### config.mk
export PLATFORM = sky130hd
export DESIGN_NAME = bow_prbs_dbi_gen
export DESIGN_NICKNAME = d
export VERILOG_FILES = /design/src/rtl/bow_prbs_dbi_gen.sv
export SDC_FILE = /design/constraint.sdc
export NUM_CORES = 1
export LEC_CHECK = 0
export CAP_MARGIN = 5
export CORE_ASPECT_RATIO = 1.1
export CORE_MARGIN = 2
export CORE_UTILIZATION = 40
export DETAILED_ROUTE_END_ITERATION = 7
export PLACE_DENSITY = 0.66
export SYNTH_ARGS = -nofsm -noshare
export SYNTH_HDL_FRONTEND = slang
export SYNTH_SLANG_ARGS = --single-unit
### constraint.sdc
create_clock -name clk -period 2.7 [get_ports clk]
set_input_delay 0.675 -clock clk [delete_from_list [all_inputs] [get_ports clk]]
set_output_delay 0.675 -clock clk [all_outputs]
set_load 0.02 [all_outputs]
### src/rtl/bow_prbs_dbi_gen.sv
// BoW PRBS7/15/23/31 word generator with valid/ready output and optional DBI encoding.
// Define BOW_PRBS_DBI_EN to enable DBI; otherwise out_data is the raw word and out_dbi is 0.
module bow_prbs_dbi_gen #(
    parameter int WIDTH = 16,
    parameter int CNT_W = 32
) (
    input  logic             clk,
    input  logic             reset,
    input  logic             seed_load,
    input  logic [30:0]      seed,
    input  logic [1:0]       mode,
    output logic             out_valid,
    input  logic             out_ready,
    output logic [WIDTH-1:0] out_data,
    output logic             out_dbi,
    output logic [CNT_W-1:0] word_count
);

    logic [1:0]       mode_q, mode_d;
    logic [30:0]      s_q, s_d;
    logic             out_valid_q, out_valid_d;
    logic [WIDTH-1:0] out_data_q, out_data_d;
    logic             out_dbi_q, out_dbi_d;
    logic [CNT_W-1:0] cnt_q, cnt_d;

    logic [1:0]       src_mode;
    logic [30:0]      src_s;
    logic [30:0]      s_next;
    logic [WIDTH-1:0] raw;
    logic [WIDTH-1:0] enc;
    logic             enc_dbi;
    logic             xfer;
    logic             advance;

    function automatic logic [30:0] seed_mask(input logic [1:0] m, input logic [30:0] sd);
        logic [30:0] v;
        case (m)
            2'b00:   v = {24'b0, sd[6:0]};
            2'b01:   v = {16'b0, sd[14:0]};
            2'b10:   v = {8'b0, sd[22:0]};
            default: v = sd;
        endcase
        // an all-zero LFSR would never leave the zero state
        if (v == 31'd0) v = 31'd1;
        return v;
    endfunction

    function automatic logic lfsr_fb(input logic [1:0] m, input logic [30:0] s);
        logic fb;
        case (m)
            2'b00:   fb = s[6] ^ s[5];
            2'b01:   fb = s[14] ^ s[13];
            2'b10:   fb = s[22] ^ s[17];
            default: fb = s[30] ^ s[27];
        endcase
        return fb;
    endfunction

    function automatic logic [30:0] lfsr_shift(input logic [1:0] m, input logic [30:0] s,
                                               input logic fb);
        logic [30:0] v;
        case (m)
            2'b00:   v = {24'b0, s[5:0], fb};
            2'b01:   v = {16'b0, s[13:0], fb};
            2'b10:   v = {8'b0, s[21:0], fb};
            default: v = {s[29:0], fb};
        endcase
        return v;
    endfunction

    // WIDTH LFSR steps unrolled; the first generated bit lands in the MSB
    function automatic logic [WIDTH+30:0] unroll(input logic [1:0] m, input logic [30:0] s0);
        logic [30:0]      s;
        logic [WIDTH-1:0] w;
        logic             fb;
        s = s0;
        w = '0;
        for (int i = 0; i < WIDTH; i++) begin
            fb = lfsr_fb(m, s);
            w  = {w[WIDTH-2:0], fb};
            s  = lfsr_shift(m, s, fb);
        end
        return {w, s};
    endfunction

    always_comb begin
        src_mode      = seed_load ? mode : mode_q;
        src_s         = seed_load ? seed_mask(mode, seed) : s_q;
        {raw, s_next} = unroll(src_mode, src_s);
    end

`ifdef BOW_PRBS_DBI_EN
    localparam int PCW = $clog2(WIDTH + 1);

    function automatic logic [PCW-1:0] popcount(input logic [WIDTH-1:0] v);
        logic [PCW-1:0] c;
        c = '0;
        for (int i = 0; i < WIDTH; i++) c = c + PCW'(v[i]);
        return c;
    endfunction

    // out_data_q is the word last driven on the wire; a seed load restarts from 0
    logic [WIDTH-1:0] prev;
    logic [PCW-1:0]   toggles;

    always_comb begin
        prev    = seed_load ? '0 : out_data_q;
        toggles = popcount(raw ^ prev);
        enc_dbi = (toggles > PCW'(WIDTH / 2));
        enc     = enc_dbi ? ~raw : raw;
    end
`else
    always_comb begin
        enc     = raw;
        enc_dbi = 1'b0;
    end
`endif

    always_comb begin
        xfer        = out_valid_q & out_ready;
        advance     = seed_load | ~out_valid_q | out_ready;
        mode_d      = mode_q;
        s_d         = s_q;
        out_valid_d = out_valid_q;
        out_data_d  = out_data_q;
        out_dbi_d   = out_dbi_q;
        cnt_d       = cnt_q;

        if (seed_load) mode_d = mode;
        if (advance) begin
            s_d         = s_next;
            out_valid_d = 1'b1;
            out_data_d  = enc;
            out_dbi_d   = enc_dbi;
        end

        if (seed_load)
            cnt_d = '0;
        else if (xfer && !(&cnt_q))
            cnt_d = cnt_q + 1'b1;
    end

    always_ff @(posedge clk) begin
        if (reset) begin
            mode_q      <= 2'b01;
            s_q         <= {16'b0, 15'h7FFF};
            out_valid_q <= 1'b0;
            out_data_q  <= '0;
            out_dbi_q   <= 1'b0;
            cnt_q       <= '0;
        end else begin
            mode_q      <= mode_d;
            s_q         <= s_d;
            out_valid_q <= out_valid_d;
            out_data_q  <= out_data_d;
            out_dbi_q   <= out_dbi_d;
            cnt_q       <= cnt_d;
        end
    end

    assign out_valid  = out_valid_q;
    assign out_data   = out_data_q;
    assign out_dbi    = out_dbi_q;
    assign word_count = cnt_q;

endmodule

# Yosys cells after proc, flatten, opt, wreduce, memory -nomap -nowiden
# Cells that the tools add are included.
[op_classes] n_addsub=1 n_mul=0 div=0 n_lt_le_gt_ge=0 n_eq_ne=4 n_shift=0 n_mux=36 bitwise=68 reduce_logical=7
[op_table] cell="31-bit one-hot mux with 3 select lines" n=17
[op_table] cell="1-bit XOR" n=64
[op_table] cell="31-bit two-way mux" n=2
[op_table] cell="1-bit one-hot mux with 3 select lines" n=16
[op_table] cell="32-bit by 1-bit adder with 32-bit output (second input constant)" n=1
[op_table] cell="32-bit AND reduction" n=1
[op_table] cell="31-bit logical NOT" n=1
[op_table] cell="2-bit by 1-bit == test with 1-bit output (second input constant)" n=2
[op_table] cell="2-bit == test (second input constant)" n=2
[op_table] cell="2-bit logical NOT" n=2
[op_table] cell="2-bit two-way mux" n=1
[op_table] cell="1-bit OR" n=2
[op_table] cell="2-bit OR reduction" n=1
[op_table] cell="1-bit AND" n=1
[op_table] cell="1-bit logical AND" n=1
[op_table] cell="1-bit logical NOT" n=1
[op_table] cell="1-bit inverter" n=1
[word_totals] reg_bits=82 latch_bits=0 ram_bits=0 mem_bits_ro=0 in_bits=37 output_inout_bits=50 wordCells=121 mem_count=0

# Depth between registers and ports, before layout
[logic_depth] word_depth=53 depth_mapped=12 depth_no_buf=8

# Worst setup path before layout
# OpenSTA, ideal clock, no wires.
[synth_path] path_type="input to register" startpoint="input port mode[1]" endpoint="register s_q[4]" setup_ps=133 t_arrival_ps=2572 t_required_ps=2567 slack_ps=-6 path_stages=9 n_path_buf=2 cell_sequence="buf_2 or2_1 buf_6 a221o_1 a2111oi_1 o22ai_2 xnor2_1 a211oi_2 o21ai_1"
[synth_between] elab_chain_len=25 elab_cells_between_ends=42 cone_classes="eq/ne: 4; mux: 23; bitwise: 12; reduce/logical: 3"
[synth_rtl] element="start, declared" line_no="11" text="input logic [1:0] mode,"
[synth_rtl] element="2-bit == test, or another cell as far along" line_no="37" text="case (m)"
[synth_rtl] element="31-bit one-hot mux with 3 select lines" line_no="37"
[synth_rtl] element="31-bit logical NOT" line_no="44" text="if (v == 31'd0) v = 31'd1;"
[synth_rtl] element="31-bit two-way mux" line_no="44"
[synth_rtl] element="31-bit two-way mux" line_no="88" text="src_s = seed_load ? seed_mask(mode, seed) : s_q;"
[synth_rtl] element="31-bit one-hot mux with 3 select lines (4 in a row)" line_no="62" text="case (m)"
[synth_rtl] element="1-bit XOR, or another cell as far along" line_no="54" text="default: fb = s[30] ^ s[27];"
[synth_rtl] element="1-bit one-hot mux with 3 select lines, or another cell as far along" line_no="50" text="case (m)"
[synth_rtl] element="31-bit one-hot mux with 3 select lines or 1-bit one-hot mux with 3 select lines (tied branches)" line_no="62, 50"
[synth_rtl] element="31-bit one-hot mux with 3 select lines (6 in a row)" line_no="62"
[synth_rtl] element="1-bit XOR" line_no="51" text="2'b00: fb = s[6] ^ s[5];"
[synth_rtl] element="1-bit one-hot mux with 3 select lines *" line_no="50"
[synth_rtl] element="31-bit one-hot mux with 3 select lines * (5 in a row)" line_no="62"
[synth_rtl] element="end signal, assigned" line_no="146" text="s_q <= {16'b0, 15'h7FFF};"
[synth_rtl] element="end, declared" line_no="20" text="logic [30:0] s_q, s_d;"
# Mark *: on every way between the ends. The rest lies on a longest branch, timed or not.
# A chain may end at the register's enable or synchronous reset.

# Worst setup path in the final report
[layout_path] startpoint="input port seed[6]" endpoint="register s_q[2]"
[layout_between] elab_chain_len=26 elab_cells_between_ends=45 cone_classes="mux: 24; bitwise: 20; reduce/logical: 1"
[layout_rtl] element="start, declared" line_no="10" text="input logic [30:0] seed,"
[layout_rtl] element="31-bit one-hot mux with 3 select lines *" line_no="37"
[layout_rtl] element="31-bit logical NOT" line_no="44"
[layout_rtl] element="31-bit two-way mux *" line_no="44"
[layout_rtl] element="31-bit two-way mux *" line_no="88"
[layout_rtl] element="1-bit XOR, or another cell as far along" line_no="54"
[layout_rtl] element="1-bit one-hot mux with 3 select lines, or another cell as far along" line_no="50"
[layout_rtl] element="31-bit one-hot mux with 3 select lines * (6 in a row)" line_no="62"
[layout_rtl] element="1-bit XOR or 31-bit one-hot mux with 3 select lines (tied branches)" line_no="51, 62"
[layout_rtl] element="1-bit one-hot mux with 3 select lines or 1-bit XOR (tied branches)" line_no="50, 51"
[layout_rtl] element="31-bit one-hot mux with 3 select lines * (7 in a row)" line_no="62"
[layout_rtl] element="1-bit XOR" line_no="51"
[layout_rtl] element="1-bit one-hot mux with 3 select lines *" line_no="50"
[layout_rtl] element="31-bit one-hot mux with 3 select lines * (3 in a row)" line_no="62"
# Marked as above.

==> metrics.cfg <==
[logic_synthesis]
synth-main-ff-cell=dfxtp_1
netlist.area_leader.share=0.321
synth_commonest_cells=dfxtp_1, nor2_1, xnor2_1
yosysMostFrequentCell=dfxtp_1
synth_edf_count=0
ys_seq_area_frac=0.321
syn_nets=663
syn_area_per_cell_um2=8.18
synth_seq_cells=82
postSynth.asyncResetShare=0
synthTopCellsByArea=dfxtp_1, xnor2_1, xor2_1
netlist_instances=625
syn_area_mm2=0.00511
yosysTopAreaCell=dfxtp_1
synth.distinct_cells=73
yosysWarnings=0

[placement]
io_buffers=85
dp.cells=943
dp_hpwl_mm=14.0
placed_area_mm2=0.00683
gp_congestion=0.980

[global_route]
grt_antenna_before_repair=0
grt_pass1_vias=5377
grt_pass1_wl_mm=28.9
grt_usage=0.271
overflow=0
grt_max_degree=41

[layout]
fin_area_mm2=0.00746
final_cells=967
syn2layout_area_growth_pct=45.9
n_antenna_cell=0
multi_input_area_mm2=0.00341
nFillCells=1174
final-seq-area_mm2=0.00164
final_layout_size_suffix_gt1_frac=0.244
fin_nets=843
post-route-util=0.595

[route]
firstDrtPassIters=7
drt-wirelength-per-cell_um=18.8
wirelength_mm=18.2
drcViolationCount=0
avgViaCountPerCell=5.54
vias=5359
drt.antenna.violating_nets=0
first_iter_violations=255

[sta]
max_slew_margin=0.507
hold_ws_ns=0.456
tightestPinTransition_ns=0.735
finClkSkew_ns=0.00983
fin_crit_sh=0.961
finalMaxSlewViolations=0
hold_violations=0
setup_tns_ns=0
max_clock_freq_mhz=385
rsz0062_at_grt=false
min_period_ns=2.60
setup-violations-final=0

[pwr]
internal_power_mw=2.82
switching_share=0.319
p_per_area_mw_per_mm2=556
ir_drop_v=0.000268
p_leak_nw=3.04
power_frac_comb=0.337
pwr-share-seq=0.337
switchingPower_mw=1.32
pwr-share-clk=0.325

[floorplanning]
core_mm2=0.0125
die_height_um=123
die-area_mm2=0.0137
io_pins=87
die-width_um=112
num_rows=43
start_util=0.408

[cts]
cts_tree=done
htreeDepth=3
cts-buffers-inserted=9
worst_skew_pair.late_latency_ns=0.34
ctsHoldBuffers=0
clk_pin_slew_ns=0.07
cts_sinks=82
cts_buffer_depth=2
cts-root-buf=clkbuf_16

[outcome]
status=complete, no violations

[min_path]
min_path_type=flip-flop to flip-flop

[worst_setup_path]
path_max_fanout=4
cp-start-kind=primary input
crit_type=primary input to flip-flop
crit_chain=dlygate4sd2_1 -> xnor2_2 -> a32o_1 -> a221oi_2 -> o221a_4 -> buf_4 -> nand3_2 -> a31oi_4 -> xnor2_1 -> o311ai_2
worst_ep_required_time_ns=2.95
arrival_ns=2.84
slowest_delay_ns=0.34
crit_slowest_cell=dlygate4sd2_1
worst_setup_path_end_kind=flip-flop

[run]
maxCapViolations=0

registers in the layout, indices dropped and copies added (netlist names):
register    count
word_count     32
out_data       16
out_valid       1
s_q            31
mode_q          2
critical path: cells and delay by family:
kind,cells,cell delay [ns]
buffers and inverters,2,0.47
xor gates and xnor gates,2,0.35
and+or+nand+nor,1,0.09
AOI/OAI and AO/OA,5,1.25
cell type report:
| type | count | area share |
|---|---|---|
| well taps | 157 | 0.0263 |
| clock buffers | 11 | 0.0326 |
| repair buffers | 210 | 0.247 |
| multi-input cells | 491 | 0.457 |
| flip-flops and latches | 82 | 0.220 |
| inverters | 11 | 0.00554 |
| clock inverters | 5 | 0.0114 |
power by group through the flow:
stage	logic, mW	clock network [mW]	registers, mW
6_report	1.40	1.35	1.40
5_1_grt	1.50	1.42	1.40
4_1_cts	1.36	1.38	1.40
3_5_place_dp	1.30	0	1.42
3_3_place_gp	1.29	0	1.42
2_1_floorplan	0.663	0	1.45
through the flow:
stage / setup WS, ns / power [mW]
5_1_grt: 0.0147 / 4.32
3_3_place_gp: -0.687 / 2.71
2_1_floorplan: 0.0247 / 2.11
3_5_place_dp: -0.685 / 2.72
6_report: 0.105 / 4.14
4_1_cts: 0.00260 / 4.13
worst paths after layout:
kind	cells past startpoint	startpoint	endpoint	slack, ns
worst min register to register	2	out_data[8]	out_data[8]	0.46
worst max register to register	9	word_count[8]	word_count[23]	0.25
worst max-delay path	10	seed[6]	s_q[2]	0.10
worst min-delay path	2	out_data[8]	out_data[8]	0.46
layout by cell type (no fill, tap or decap), types with 8 or more instances in the layout:
master,synthesis,final
a21oi_1,47,44
and3_1,13,12
buf_4,2,123
clkbuf_16,0,9
clkdlybuf4s50_1,0,52
dfxtp_1,82,82
dlymetal6s2s_1,0,24
inv_1,11,11
mux2i_1,13,13
nand2_1,52,52
nand3_1,14,13
nand4_1,9,9
nor2_1,81,80
nor3_1,24,22
o21ai_0,21,18
o221ai_1,9,8
o22ai_1,9,8
xnor2_1,63,60
xor2_1,36,34
metal layers:
layer  track usage  vias to the layer above  part of all wire
met5             0                        -                 0
met4         0.112                        0             0.037
met3        0.0449                       42             0.065
met2         0.466                      202              0.47
met1         0.338                     2547              0.42
li1              -                     2568                 -
cell families (layout without fill, tap and decap cells):
logic type                 count (synthesis)  after routing  synth area share
AOI/OAI and AO/OA                        145            145             0.211
DFF                                       82             82             0.321
xor gates and xnor gates                  99             99             0.170
buffers and inverters                     52            237            0.0494
and+or+nand+nor                          229            229             0.211
other                                      1              1          0.000734
adders and majority gates                  1              1           0.00245
muxes                                     16             16            0.0350
what timing repair did:
item	in CTS	in global routing
pin swaps	9	14
setup buffers	5	2
gates resized for setup	32	48
setup endpoints to repair	24	18
cloned	1	0
Note: power is estimated with default switching activity, not from simulation.
